### config.mk
export PLATFORM = sky130hd
export DESIGN_NAME = rename_register_file_flat
export DESIGN_NICKNAME = d
export VERILOG_FILES = /design/src/rtl/rename_register_file_if.sv /design/src/rtl/rename_register_file.sv /design/src/flat_wrapper.sv
export SDC_FILE = /design/constraint.sdc
export NUM_CORES = 2
export LEC_CHECK = 0
export CORE_MARGIN = 2
export CORE_UTILIZATION = 35
export DETAILED_ROUTE_END_ITERATION = 10
export PLACE_DENSITY_LB_ADDON = 0.25
export RECOVER_POWER = 50
export SYNTH_ARGS = -nofsm -noshare
export SYNTH_HDL_FRONTEND = slang
export SYNTH_SLANG_ARGS = --single-unit
export TNS_END_PERCENT = 5
### constraint.sdc
create_clock -name clk -period 3.9 [get_ports clk]
set_input_delay 0.975 -clock clk [delete_from_list [all_inputs] [get_ports clk]]
set_output_delay 0.975 -clock clk [all_outputs]
set_load 0.1 [all_outputs]
### src/rtl/rename_register_file_if.sv
// Operand-lookup, dispatch-allocation and ROB-retire bundle between the
// instruction buffer / ROB (master) and the rename register file (slave).
interface rename_register_file_if #(
    parameter int WIDTH  = 4,
    parameter int NREGS  = 16,
    parameter int DATA_W = 16,
    parameter int TAG_W  = 4
);
    localparam int IDX_W = $clog2(NREGS);

    logic [WIDTH*IDX_W-1:0]  ra_idx;
    logic [WIDTH*IDX_W-1:0]  rb_idx;
    logic [WIDTH*DATA_W-1:0] ra_value;
    logic [WIDTH-1:0]        ra_busy;
    logic [WIDTH*TAG_W-1:0]  ra_owner;
    logic [WIDTH*DATA_W-1:0] rb_value;
    logic [WIDTH-1:0]        rb_busy;
    logic [WIDTH*TAG_W-1:0]  rb_owner;

    logic [WIDTH-1:0]        alloc_valid;
    logic [WIDTH*IDX_W-1:0]  alloc_rt;
    logic [WIDTH*TAG_W-1:0]  alloc_tag;

    logic [WIDTH-1:0]        wr_en;
    logic [WIDTH*IDX_W-1:0]  wr_target;
    logic [WIDTH*DATA_W-1:0] wr_data;
    logic [WIDTH*TAG_W-1:0]  wr_writer;

    modport master (
        output ra_idx, rb_idx,
        input  ra_value, ra_busy, ra_owner, rb_value, rb_busy, rb_owner,
        output alloc_valid, alloc_rt, alloc_tag,
        output wr_en, wr_target, wr_data, wr_writer
    );

    modport slave (
        input  ra_idx, rb_idx,
        output ra_value, ra_busy, ra_owner, rb_value, rb_busy, rb_owner,
        input  alloc_valid, alloc_rt, alloc_tag,
        input  wr_en, wr_target, wr_data, wr_writer
    );
endinterface

### src/rtl/rename_register_file.sv
// Architectural register file with per-register busy/owner rename state.
// Dispatch claims ownership; in-order retire writes value and releases ownership.
module rename_register_file #(
    parameter int WIDTH  = 4,
    parameter int NREGS  = 16,
    parameter int DATA_W = 16,
    parameter int TAG_W  = 4
) (
    input  logic                   clk,
    input  logic                   rst_n,
    rename_register_file_if.slave  rf
);
    localparam int IDX_W = $clog2(NREGS);

    logic [DATA_W-1:0] value_q [NREGS];
    logic [DATA_W-1:0] value_d [NREGS];
    logic [TAG_W-1:0]  owner_q [NREGS];
    logic [TAG_W-1:0]  owner_d [NREGS];
    logic [NREGS-1:0]  busy_q;
    logic [NREGS-1:0]  busy_d;

    // Next-state: per register, the youngest retire port and youngest alloc slot win.
    always_comb begin : next_state
        logic              ret_hit;
        logic [DATA_W-1:0] ret_data;
        logic [TAG_W-1:0]  ret_writer;
        logic              al_hit;
        logic [TAG_W-1:0]  al_tag;

        value_d    = value_q;
        owner_d    = owner_q;
        busy_d     = busy_q;
        ret_hit    = 1'b0;
        ret_data   = '0;
        ret_writer = '0;
        al_hit     = 1'b0;
        al_tag     = '0;

        for (int r = 1; r < NREGS; r++) begin
            ret_hit    = 1'b0;
            ret_data   = '0;
            ret_writer = '0;
            al_hit     = 1'b0;
            al_tag     = '0;

            for (int i = 0; i < WIDTH; i++) begin
                if (rf.wr_en[i] && (rf.wr_target[i*IDX_W +: IDX_W] == IDX_W'(r))) begin
                    ret_hit    = 1'b1;
                    ret_data   = rf.wr_data[i*DATA_W +: DATA_W];
                    ret_writer = rf.wr_writer[i*TAG_W +: TAG_W];
                end
                if (rf.alloc_valid[i] && (rf.alloc_rt[i*IDX_W +: IDX_W] == IDX_W'(r))) begin
                    al_hit = 1'b1;
                    al_tag = rf.alloc_tag[i*TAG_W +: TAG_W];
                end
            end

            if (ret_hit) begin
                value_d[r] = ret_data;
                // Only the current owner may release; a newer producer keeps the register busy.
                if ((owner_q[r] == ret_writer) && !al_hit) begin
                    busy_d[r] = 1'b0;
                end
            end

            if (al_hit) begin
                busy_d[r]  = 1'b1;
                owner_d[r] = al_tag;
            end
        end
    end

    always_ff @(posedge clk or negedge rst_n) begin
        if (!rst_n) begin
            busy_q <= '0;
            for (int r = 0; r < NREGS; r++) begin
                value_q[r] <= '0;
                owner_q[r] <= '0;
            end
        end else begin
            busy_q <= busy_d;
            for (int r = 0; r < NREGS; r++) begin
                value_q[r] <= value_d[r];
                owner_q[r] <= owner_d[r];
            end
        end
    end

    // Combinational lookups from current state; r0 is forced to zero.
    always_comb begin : read_ports
        logic [IDX_W-1:0] ia;
        logic [IDX_W-1:0] ib;

        rf.ra_value = '0;
        rf.ra_busy  = '0;
        rf.ra_owner = '0;
        rf.rb_value = '0;
        rf.rb_busy  = '0;
        rf.rb_owner = '0;
        ia          = '0;
        ib          = '0;

        for (int s = 0; s < WIDTH; s++) begin
            ia = rf.ra_idx[s*IDX_W +: IDX_W];
            ib = rf.rb_idx[s*IDX_W +: IDX_W];
            if (ia != '0) begin
                rf.ra_value[s*DATA_W +: DATA_W] = value_q[ia];
                rf.ra_busy[s]                   = busy_q[ia];
                rf.ra_owner[s*TAG_W +: TAG_W]   = owner_q[ia];
            end
            if (ib != '0) begin
                rf.rb_value[s*DATA_W +: DATA_W] = value_q[ib];
                rf.rb_busy[s]                   = busy_q[ib];
                rf.rb_owner[s*TAG_W +: TAG_W]   = owner_q[ib];
            end
        end
    end

endmodule

### src/flat_wrapper.sv
// flat-port wrapper written by rule: the top's interface ports become plain ports
module rename_register_file_flat 
#(
    parameter int WIDTH  = 4,
    parameter int NREGS  = 16,
    parameter int DATA_W = 16,
    parameter int TAG_W  = 4
)
  (clk, rst_n, rf_ra_idx, rf_rb_idx, rf_ra_value, rf_ra_busy, rf_ra_owner, rf_rb_value, rf_rb_busy, rf_rb_owner, rf_alloc_valid, rf_alloc_rt, rf_alloc_tag, rf_wr_en, rf_wr_target, rf_wr_data, rf_wr_writer);
  rename_register_file_if #(.WIDTH(WIDTH), .NREGS(NREGS), .DATA_W(DATA_W), .TAG_W(TAG_W)) rf_i ();
  input  logic clk;
  input  logic rst_n;
  input wire logic [$bits(rf_i.ra_idx)-1:0] rf_ra_idx;
  input wire logic [$bits(rf_i.rb_idx)-1:0] rf_rb_idx;
  output wire logic [$bits(rf_i.ra_value)-1:0] rf_ra_value;
  output wire logic [$bits(rf_i.ra_busy)-1:0] rf_ra_busy;
  output wire logic [$bits(rf_i.ra_owner)-1:0] rf_ra_owner;
  output wire logic [$bits(rf_i.rb_value)-1:0] rf_rb_value;
  output wire logic [$bits(rf_i.rb_busy)-1:0] rf_rb_busy;
  output wire logic [$bits(rf_i.rb_owner)-1:0] rf_rb_owner;
  input wire logic [$bits(rf_i.alloc_valid)-1:0] rf_alloc_valid;
  input wire logic [$bits(rf_i.alloc_rt)-1:0] rf_alloc_rt;
  input wire logic [$bits(rf_i.alloc_tag)-1:0] rf_alloc_tag;
  input wire logic [$bits(rf_i.wr_en)-1:0] rf_wr_en;
  input wire logic [$bits(rf_i.wr_target)-1:0] rf_wr_target;
  input wire logic [$bits(rf_i.wr_data)-1:0] rf_wr_data;
  input wire logic [$bits(rf_i.wr_writer)-1:0] rf_wr_writer;
  assign rf_i.ra_idx = rf_ra_idx;
  assign rf_i.rb_idx = rf_rb_idx;
  assign rf_ra_value = rf_i.ra_value;
  assign rf_ra_busy = rf_i.ra_busy;
  assign rf_ra_owner = rf_i.ra_owner;
  assign rf_rb_value = rf_i.rb_value;
  assign rf_rb_busy = rf_i.rb_busy;
  assign rf_rb_owner = rf_i.rb_owner;
  assign rf_i.alloc_valid = rf_alloc_valid;
  assign rf_i.alloc_rt = rf_alloc_rt;
  assign rf_i.alloc_tag = rf_alloc_tag;
  assign rf_i.wr_en = rf_wr_en;
  assign rf_i.wr_target = rf_wr_target;
  assign rf_i.wr_data = rf_wr_data;
  assign rf_i.wr_writer = rf_wr_writer;
  rename_register_file #(.WIDTH(WIDTH), .NREGS(NREGS), .DATA_W(DATA_W), .TAG_W(TAG_W)) u_core (.clk(clk), .rst_n(rst_n), .rf(rf_i));
endmodule
==> impl_metrics.toml <==
[run_status]
status = "finished with violations"
violations = "capacitance limit, slew limit"

[clock_network]
insertion_delay_ns = 0.60
cts_sinks = 315
cts_buffer_depth = 3
tritoncts = "done"
htree_levels = 2
numCtsBuffers = 38
cts_root_buffer = "clkbuf_16"
clk_pin_slew_ns = 0.07

[timing]
fin_crit_ns = 3.87
tightestPinTransition_ns = 2.33
worst_hold_slack_ns = 0.693
fmax_mhz = 258
finalSetupViolations = 0
finalMaxSlewViolations = 75
post-route-period-util = 0.993
hold_viol = 0
clock_skew_ns = 0.0274
relSlewSlack = -0.556
worst_slack_ns = 0.0259
finalSetupTns_ns = 0
rsz0062_at_grt = "no"

[critical_path]
start_kind = "primary input"
cpMaxStageDelayCell = "mux4_2"
critPathMaxFanout = 15
crit_buf_inv = 3
cp.arrival_ns = 2.90
crit_path_end_kind = "primary output"
slowest_delay_ns = 0.55
crit_chain = "buf_4 > buf_4 > mux2_2 > a22o_1 > mux4_2 > buf_12"
path_class = "primary input to primary output"
cp_top_family = "multiplexers"
critPathMostFrequentCell = "buf_4"
required_ns = 2.92

[logic_synthesis]
ys.flop_type = "dfrtp_1"
yosysTopAreaCell = "mux4_2"
synth_top_family_by_area = "multiplexers"
yosysWarningCount = 0
synth_nets = 4396
synth_fa_ha_area_frac = 0
post-synth-top-count-cell = "mux4_2"
synth_xor_xnor_area_share = 0.0122
synth_area_um2 = 42400
synthArstFlopShare = 1.00
ys_top_cells_by_count = "mux4_2 (624), clkbuf_1 (410), nor2_1 (392)"
synth_cell_type_count = 72
ys_ff_latch = 315
avgSynthCellArea_um2 = 10.0
syn_inst = 4226
netlist.area_leader.share = 0.332
synth_edf_count = 0
synth_compound_area_frac = 0.235
synthMuxAreaShare = 0.390
seq_area_frac_synth = 0.186
synth_area_leaders = "mux4_2 (33%), dfrtp_1 (19%), mux2_2 (5.5%)"
synth-simple-area-share = 0.118

[die]
rows = 127
die_h_um = 352
initial_core_util = 0.353
die_area_um2 = 124000
io_pins = 338
fp.coreArea_um2 = 120000
die_x_um = 352

[place]
dp_cells = 5987
dpl.hpwl_mm = 177
placedInstanceArea_um2 = 51800
place_ws_ns = -0.141
portBuffers = 337
gp_congestion = 1.03

[drt]
wl_per_cell_um = 39.5
ant_nets = 0
viasPerCell = 7.59
drt_iter0_drc = 7922
drc_errors = 0
drtPass1Iterations = 6
vias = 46000
routed_wirelength_mm = 239

[pwr]
vdd_drop_max_uv = 440
p_per_area_nw_per_um2 = 509
leakagePower_nw = 19.3
power_frac_clock = 0.135
power_frac_seq = 0.301
netSwitchingFraction = 0.514
combPwrFrac = 0.564
switchingPower_mw = 13.8
total_power_mw = 26.9
p_int_mw = 13.1

[finish]
final_util = 0.441
design_area_um2 = 52900
nets = 4586
drive_gt1_frac = 0.368
syn2layout_area_growth_pct = 24.8
fin_cells = 6055

[grt]
grt_max_degree = 76
grt_overflow = 0
grt_pass1_wl_mm = 335
antenna_found_initial = 16
grt_util_all_layers = 0.376
grt_pass1_vias = 43100

[min_path]
min-delay-path-class = "flip-flop to flip-flop"

[run]
drv_cap = 1
## cells by family after synthesis
family | Yosys count
XOR/XNOR | 59
AO/OA/AOI/OAI | 1310
buffers and inverters | 631
flip-flops | 315
multiplexers | 844
AND/OR/NAND/NOR | 1067
## flip-flops by register name, summed over array words and instances, names as in the netlist
name / cells
u_core.busy_q: 15
u_core.owner_q: 60
u_core.value_q: 240
## repair_timing
item	4_1_cts	5_1_grt
pin swaps	0	0
setup buffers	0	0
endpoints found under the setup margin	5	6
gates resized for setup	2	3
hold buffers	0	0
## worst register-to-register path, cell delays in order (launching register included)
cell,delay [ns]
dfrtp_1,1.03
xnor2_1,0.20
o31ai_1,0.09
nor4_1,0.17
o21ai_0,0.29
o32a_1,0.37
## area by class of cell
type                            count  area (um2)
Inverter                           24        90.1
Clock inverter                     13         148
Multi-Input combinational cell   3280       32800
Timing Repair Buffer              757        8880
Tap cell                         1612        2020
Fill cell                       11300       67100
Clock buffer                       51        1060
Sequential cell                   315        7880
Antenna cell                        3        7.51
## placed cells by master (no fill, tap or decap), drive strengths merged, types with 176 or more instances in the layout
| master | netlist | routed |
|---|---|---|
| mux4 | 624 | 624 |
| buf | 195 | 599 |
| nor2 | 398 | 398 |
| dfrtp | 315 | 315 |
| nor3 | 249 | 249 |
| o21ai | 242 | 242 |
| nand2 | 231 | 231 |
| a221o | 224 | 224 |
| mux2 | 208 | 208 |
| a22oi | 176 | 176 |
## power groups by stage
stage / clock network [mW] / registers (mW) / logic, mW
finish: 3.62 / 8.10 / 15.2
global route: 3.73 / 7.84 / 15.6
CTS: 3.62 / 7.49 / 15.1
detailed placement: 0 / 7.56 / 15.0
global placement: 0 / 7.49 / 14.9
floorplan: 0 / 5.04 / 10.8
## final timing paths
path / start / to / slack (ns) / depth (start not counted)
setup / recovery: rf_ra_idx[1] / rf_ra_value[6] / 0.03 / 6
hold / removal: u_core.busy_q[1] / u_core.busy_q[1] / 0.69 / 2
setup reg to reg: u_core.owner_q[24] / u_core.busy_q[9] / 1.64 / 5
hold reg to reg: u_core.busy_q[1] / u_core.busy_q[1] / 0.69 / 2
max in group asynchronous: rst_n / u_core.owner_q[12] / 0.67 / 2
min in group asynchronous: rst_n / u_core.value_q[96] / 1.05 / 1
## per-layer routing
layer  part of all wire  wire, um  vias to the layer above  global-route usage
met4              0.049     11600                       24               0.144
met2               0.41     97700                     4405               0.528
met5             0.0029       693                        -              0.0235
li1                   -         -                    17800                   -
met1               0.36     86100                    23000               0.494
met3               0.18     43000                      753               0.182
Note: power is estimated with default switching activity, not from simulation.
